--- src/rtl/isqrt_pkg.sv ---
// Shared types and width helpers for the sequential integer square root.
package isqrt_pkg;

  typedef enum logic [1:0] {
    ST_IDLE = 2'd0,
    ST_CALC = 2'd1,
    ST_DONE = 2'd2
  } state_e;

  function automatic int out_w(input int in_w);
    return in_w / 2;
  endfunction

  function automatic int rem_w(input int in_w);
    return (in_w / 2) + 1;
  endfunction

  function automatic int cnt_w(input int in_w);
    return $clog2(in_w / 2) + 1;
  endfunction

endpackage

--- src/rtl/isqrt_if.sv ---
// Valid/ready bundle for isqrt_seq; out_rem exists only when ISQRT_REM_EN is defined.
interface isqrt_if #(
  parameter int IN_W = 8
);
  localparam int OUT_W = isqrt_pkg::out_w(IN_W);
  localparam int REM_W = isqrt_pkg::rem_w(IN_W);

  logic             in_valid;
  logic             in_ready;
  logic [IN_W-1:0]  in_x;
  logic             out_valid;
  logic             out_ready;
  logic [OUT_W-1:0] out_root;
`ifdef ISQRT_REM_EN
  logic [REM_W-1:0] out_rem;
`endif
  logic             busy;

  modport slave (
    input  in_valid, in_x, out_ready,
    output in_ready, out_valid, out_root,
`ifdef ISQRT_REM_EN
    output out_rem,
`endif
    output busy
  );

  modport master (
    output in_valid, in_x, out_ready,
    input  in_ready, out_valid, out_root,
`ifdef ISQRT_REM_EN
    input  out_rem,
`endif
    input  busy
  );

endinterface

--- src/rtl/isqrt_step.sv ---
// One restoring digit-by-digit iteration: brings in a radicand bit pair, yields one root bit.
module isqrt_step #(
  parameter int OUT_W = 4
) (
  input  logic [OUT_W+1:0] r_i,
  input  logic [OUT_W-1:0] root_i,
  input  logic [1:0]       pair_i,
  output logic [OUT_W+1:0] r_next_o,
  output logic [OUT_W-1:0] root_next_o
);

  logic [OUT_W+1:0] r_sh;
  logic [OUT_W+1:0] trial;
  logic             ge;

  // Partial remainder never exceeds 2*root, so shifting out its top bits loses nothing.
  always_comb begin
    r_sh        = (r_i << 2) | {{OUT_W{1'b0}}, pair_i};
    trial       = {root_i, 2'b01};
    ge          = (r_sh >= trial);
    r_next_o    = ge ? (r_sh - trial) : r_sh;
    root_next_o = (root_i << 1) | OUT_W'(ge);
  end

endmodule

--- src/rtl/isqrt_seq.sv ---
// Sequential floor(sqrt(x)), one root bit per clock; ISQRT_REM_EN adds the registered remainder output.
module isqrt_seq
  import isqrt_pkg::*;
#(
  parameter int IN_W = 8
) (
  input logic    clk,
  input logic    rst_n,
  isqrt_if.slave bus
);

  localparam int OUT_W = out_w(IN_W);
  localparam int REM_W = rem_w(IN_W);
  localparam int CNT_W = cnt_w(IN_W);
  localparam logic [CNT_W-1:0] LAST_CNT = CNT_W'(OUT_W - 1);

  state_e           state_q, state_d;
  logic [IN_W-1:0]  x_q;
  logic [OUT_W+1:0] r_q;
  logic [OUT_W-1:0] root_q;
  logic [CNT_W-1:0] cnt_q;
  logic [OUT_W-1:0] res_root_q;
`ifdef ISQRT_REM_EN
  logic [REM_W-1:0] res_rem_q;
`endif

  logic [OUT_W+1:0] r_nx;
  logic [OUT_W-1:0] root_nx;
  logic             accept;
  logic             last_iter;
  logic             in_ready_c;
  logic             out_valid_c;
  logic             busy_c;

  assign accept    = (state_q == ST_IDLE) && bus.in_valid;
  assign last_iter = (state_q == ST_CALC) && (cnt_q == LAST_CNT);

  isqrt_step #(.OUT_W(OUT_W)) u_step (
    .r_i         (r_q),
    .root_i      (root_q),
    .pair_i      (x_q[IN_W-1 -: 2]),
    .r_next_o    (r_nx),
    .root_next_o (root_nx)
  );

  always_ff @(posedge clk or negedge rst_n) begin
    if (!rst_n) state_q <= ST_IDLE;
    else        state_q <= state_d;
  end

  always_comb begin
    state_d = state_q;
    case (state_q)
      ST_IDLE: if (accept)        state_d = ST_CALC;
      ST_CALC: if (last_iter)     state_d = ST_DONE;
      ST_DONE: if (bus.out_ready) state_d = ST_IDLE;
      default:                    state_d = ST_IDLE;
    endcase
  end

  always_comb begin
    in_ready_c  = (state_q == ST_IDLE);
    out_valid_c = (state_q == ST_DONE);
    busy_c      = (state_q == ST_CALC) || (state_q == ST_DONE);
  end

  assign bus.in_ready  = in_ready_c;
  assign bus.out_valid = out_valid_c;
  assign bus.busy      = busy_c;
  assign bus.out_root  = res_root_q;
`ifdef ISQRT_REM_EN
  assign bus.out_rem   = res_rem_q;
`endif

  // Working registers advance only in CALC; result registers load on the final iteration
  // and stay frozen through DONE regardless of back-pressure.
  always_ff @(posedge clk or negedge rst_n) begin
    if (!rst_n) begin
      x_q        <= '0;
      r_q        <= '0;
      root_q     <= '0;
      cnt_q      <= '0;
      res_root_q <= '0;
`ifdef ISQRT_REM_EN
      res_rem_q  <= '0;
`endif
    end else if (accept) begin
      x_q    <= bus.in_x;
      r_q    <= '0;
      root_q <= '0;
      cnt_q  <= '0;
    end else if (state_q == ST_CALC) begin
      x_q    <= x_q << 2;
      r_q    <= r_nx;
      root_q <= root_nx;
      cnt_q  <= cnt_q + CNT_W'(1);
      if (last_iter) begin
        res_root_q <= root_nx;
`ifdef ISQRT_REM_EN
        res_rem_q  <= r_nx[REM_W-1:0];
`endif
      end
    end
  end

endmodule

--- src/flat_wrapper.sv ---
// flat-port wrapper written by rule: the top's interface ports become plain ports
module isqrt_seq_flat import isqrt_pkg::*;
#(
  parameter int IN_W = 8
)
  (clk, rst_n, bus_in_valid, bus_in_x, bus_out_ready, bus_in_ready, bus_out_valid, bus_out_root, bus_busy);
  isqrt_if #(.IN_W(IN_W)) bus_i ();
  input logic clk;
  input logic rst_n;
  input wire logic [$bits(bus_i.in_valid)-1:0] bus_in_valid;
  input wire logic [$bits(bus_i.in_x)-1:0] bus_in_x;
  input wire logic [$bits(bus_i.out_ready)-1:0] bus_out_ready;
  output wire logic [$bits(bus_i.in_ready)-1:0] bus_in_ready;
  output wire logic [$bits(bus_i.out_valid)-1:0] bus_out_valid;
  output wire logic [$bits(bus_i.out_root)-1:0] bus_out_root;
  output wire logic [$bits(bus_i.busy)-1:0] bus_busy;
  assign bus_i.in_valid = bus_in_valid;
  assign bus_i.in_x = bus_in_x;
  assign bus_i.out_ready = bus_out_ready;
  assign bus_in_ready = bus_i.in_ready;
  assign bus_out_valid = bus_i.out_valid;
  assign bus_out_root = bus_i.out_root;
  assign bus_busy = bus_i.busy;
  isqrt_seq #(.IN_W(IN_W)) u_core (.clk(clk), .rst_n(rst_n), .bus(bus_i));
endmodule
--- config.mk ---
export PLATFORM = sky130hd
export DESIGN_NAME = isqrt_seq_flat
export DESIGN_NICKNAME = d
export VERILOG_FILES = /design/src/rtl/isqrt_pkg.sv /design/src/rtl/isqrt_if.sv /design/src/rtl/isqrt_step.sv /design/src/rtl/isqrt_seq.sv /design/src/flat_wrapper.sv
export SDC_FILE = /design/constraint.sdc
export NUM_CORES = 1
export LEC_CHECK = 0
export CAP_MARGIN = 20
export CORE_ASPECT_RATIO = 2
export CORE_MARGIN = 5
export CORE_UTILIZATION = 48
export DETAILED_ROUTE_END_ITERATION = 10
export MAX_ROUTING_LAYER = met4
export PLACE_DENSITY = 0.75
export SYNTH_ARGS = -nofsm -noshare
export SYNTH_HDL_FRONTEND = slang
export SYNTH_SLANG_ARGS = --single-unit
--- constraint.sdc ---
create_clock -name clk -period 1.5 [get_ports clk]
set_input_delay 0.3 -clock clk [delete_from_list [all_inputs] [get_ports clk]]
set_output_delay 0.3 -clock clk [all_outputs]
set_load 0.05 [all_outputs]
==> results by group <==
Outcome
  • Status: complete, but fails checks
  • Violated checks: setup timing

Clock network
  • Clock sinks: 25
  • TritonCTS buffer count: 3
  • Maximum root-to-sink buffer count: 2
  • CTS tree: done
  • Clk slew on worst S/H paths: roughly 0.090 ns
  • Root Buffer: clkbuf_8
  • Max H-tree Level: 1
  • Clk_lat worst skew: 0.27 ns
  • # hold bufs at CTS: 0

STA
  • Hold Slack: 0.3836 ns
  • Setup TNS: -0.02561 ns
  • Slew Viols, Final: 0
  • Final setup violation count: 3
  • RSZ-0062 raised after global routing: true
  • Final worst-path cycle share: 101.1%
  • Worst rel slew slack: 77.82%
  • Fmax: 659.3 MHz
  • Setup Skew: 0.004208 ns
  • Tmin final: about 1.5 ns
  • Setup ws final: -0.01672 ns
  • Worst slew pin tran: 0.3327 ns
  • Final hold vios: 0

Logic synthesis
  • Syn. warnings: 0
  • FF+latch count, synth: 25
  • Synth area leader: dfrtp_1
  • Syn Area/Cell: approximately 10 µm²
  • Most common cell in the netlist: dfrtp_1
  • Post-synthesis sequential area ratio: 44.88%
  • Share of the synthesized area in the top cell type: 44.88%
  • Top cells by area, synth: dfrtp_1 (45%), ha_1 (11%), mux2i_1 (7.2%)
  • Ys async rst share: 100.0%
  • Syn_nets: 164
  • Gate Count Post-Synth: 140
  • Synthesized cell area: between 1000 and 1500 µm²
  • Number of synthesized flops with an enable pin: 0
  • Top FF cell, synth: dfrtp_1
  • Netlist cell types: 31
  • Synth top cells by count: dfrtp_1 (25), nand2_1 (20), o21ai_0 (14), inv_1 (13), ha_1 (12)

Final layout
  • Antenna diode count: 0
  • Final net count: 211
  • Layout Cells excl Fill: 215
  • Area growth, synth to finish: 45.69%
  • Fin area: between 2000 and 2500 µm²
  • Layout cells sized above 1: between 30 and 40%

Power and ir drop
  • Maximum vdd drop: ~2.4 mV
  • Pleak: 0.0009314 µW
  • Pwr dens: 2644 nW/µm²

Place
  • DP HPWL: 2466 µm
  • Placed cells: 201
  • Place WS: -0.08403 ns
  • Port bufs: 18
  • GPL Wtd Cong: 0.7532
  • Placed cell area: 1847 µm²

Floorplanning
  • Die height: 86.21 µm
  • Die Width: 48.11 µm
  • DIE AREA: 4147 µm²
  • Initial Util: between 50% and 60%
  • Core area: 2770 µm²
  • Rows: 27
  • Top-Level Pins: 19

Routing
  • Metal3 WL: 91 µm
  • Drt drc: 0
  • DRT Pass-1 Iters: 4
  • Uppermost layer routed: met4
  • DRT iter0 DRCs: 42
  • Final WL: 3351 µm
  • WL met1: 1264 µm
  • Met2 WL: 1901 µm
  • Wire per inst: 15.59 µm
  • Remaining antenna violation count: 0
  • Via count: 1192
  • Vias/cell: 5.544

Setup path
  • R2r endpoint: u_core.r_q[0]
  • Critical path fanouts, max: 7
  • Slowest stage cell, crit path: dfrtp_1
  • Worst endpoint data arrival time: 1.68 ns
  • CP Launch Type: flop
  • WP data required: roughly 1.7 ns
  • CP cell instances: ha_4 -> a21o_1 -> a31oi_4 -> o2111a_1 -> nor3_2
  • Reg2reg setup slack: -0.02 ns
  • CP top delay family: compound AO/OA/AOI/OAI gates
  • Critical register-to-register path startpoint: u_core.r_q[1]
  • R2R cell count: 5
  • CP max stage delay: 0.42 ns
  • CP Capture Type: flop
  • CP Buf/Inv Count: 0
  • Setup CP Type: flop to flop

Min path
  • Min-delay worst type: input port to async pin

GRT
  • Initial antenna violation count: 0
  • Vias in the first global route: 1290
  • Global Route Usage Sum: 19.55%
  • First-pass GRT wire length: a little under 6000 µm
  • Largest net degree at the start of global routing: 26
  • Grt ovf: 0

Flow run
  • MaxCap Viol Count: 0
==> timing repair <==
action | in CTS | in global routing
endpoints found under the hold margin | 0 | 0
endpoints found under the setup margin | 14 | 14
setup buffers | 8 | 3
pin swaps | 12 | 9
gates resized for setup | 10 | 9
==> power by group <==
| part | total, µW | switching, µW | internal, µW |
|---|---|---|---|
| logic | 3740 | 1850 | 1900 |
| registers | 1220 | 240 | 980 |
| clock network | 406 | 215 | 190 |
==> layer usage <==
layer / up-vias / GRT usage [%]
li1: 573 / -
met5: - / -
met4: 0 / 9.314
met3: 11 / 2.287
met2: 32 / 32.09
met1: 576 / 22.30
==> through the flow <==
stage | util [%] | power, µW
global route | 73.31 | 5771
detailed placement | 66.67 | 4481
finish | 73.31 | 5370
global placement | 66.67 | 4349
floorplan | - | 3337
CTS | 71.68 | 5193
==> cells in the final DEF, fill, tap and decap left out, types with 2 or more instances in the layout <==
master	synthesis	final
buf_6	0	3
ha_4	0	5
o21a_1	3	3
buf_4	0	26
mux2i_1	10	10
nor3_1	3	3
inv_2	0	6
buf_12	0	7
ha_1	12	6
nand3_1	4	3
xnor2_1	2	2
a21oi_1	3	3
nor2_1	7	7
o2111a_1	2	2
inv_1	13	7
o211ai_1	2	2
clkdlybuf4s50_1	0	11
clkbuf_8	0	3
o21ai_0	14	13
dfrtp_1	25	24
nand2_1	20	19
==> final cells by class <==
class / instances / area, µm²
multi-input combinational: 97 / 794.5
fill: 187 / 739.5
sequential: 25 / 626.9
inverter: 13 / 48.80
timing repair buffer: 47 / 479.2
clock buffer: 4 / 45.04
tap: 29 / 36.28
==> worst max path at each step <==
stage	from	to	slack, ns	cells after the start
2_1_floorplan	u_core.state_q[1]	u_core.state_q[0]	-0.03	6
3_3_place_gp	u_core.x_q[6]	u_core.r_q[1]	-0.07	6
3_5_place_dp	u_core.root_q[0]	u_core.r_q[3]	-0.08	6
4_1_cts	u_core.r_q[1]	u_core.r_q[2]	-0.02	5
5_1_grt	u_core.r_q[1]	u_core.r_q[2]	-0.06	5
6_report	u_core.r_q[1]	u_core.r_q[0]	-0.02	5
==> worst reg2reg max path, stage by stage, from the launching register on <==
cell and delay, ns:
dfrtp_1 0.42, ha_4 0.25, a21o_1 0.18, a31oi_4 0.26
o2111a_1 0.26, nor3_2 0.04
==> logic make-up (layout without fill, tap and decap cells) <==
kind of cell	after synthesis	count (layout)	synth area share, %
AOI/OAI and AO/OA	34	34	17.95
xor gates and xnor gates	2	2	1.257
adders and majority gates	12	12	10.77
buffers and inverters	18	64	5.117
DFF	25	25	44.88
muxes	11	11	7.989
and+or+nand+nor	38	38	12.03
==> flip-flops by register name, indices dropped and copies added (netlist names) <==
name                 flops
u_core.root_q            4
u_core.r_q               4
u_core.bus.out_root      4
u_core.state_q           2
u_core.cnt_q             3
u_core.x_q               8
(Power assumes the default switching activity.)
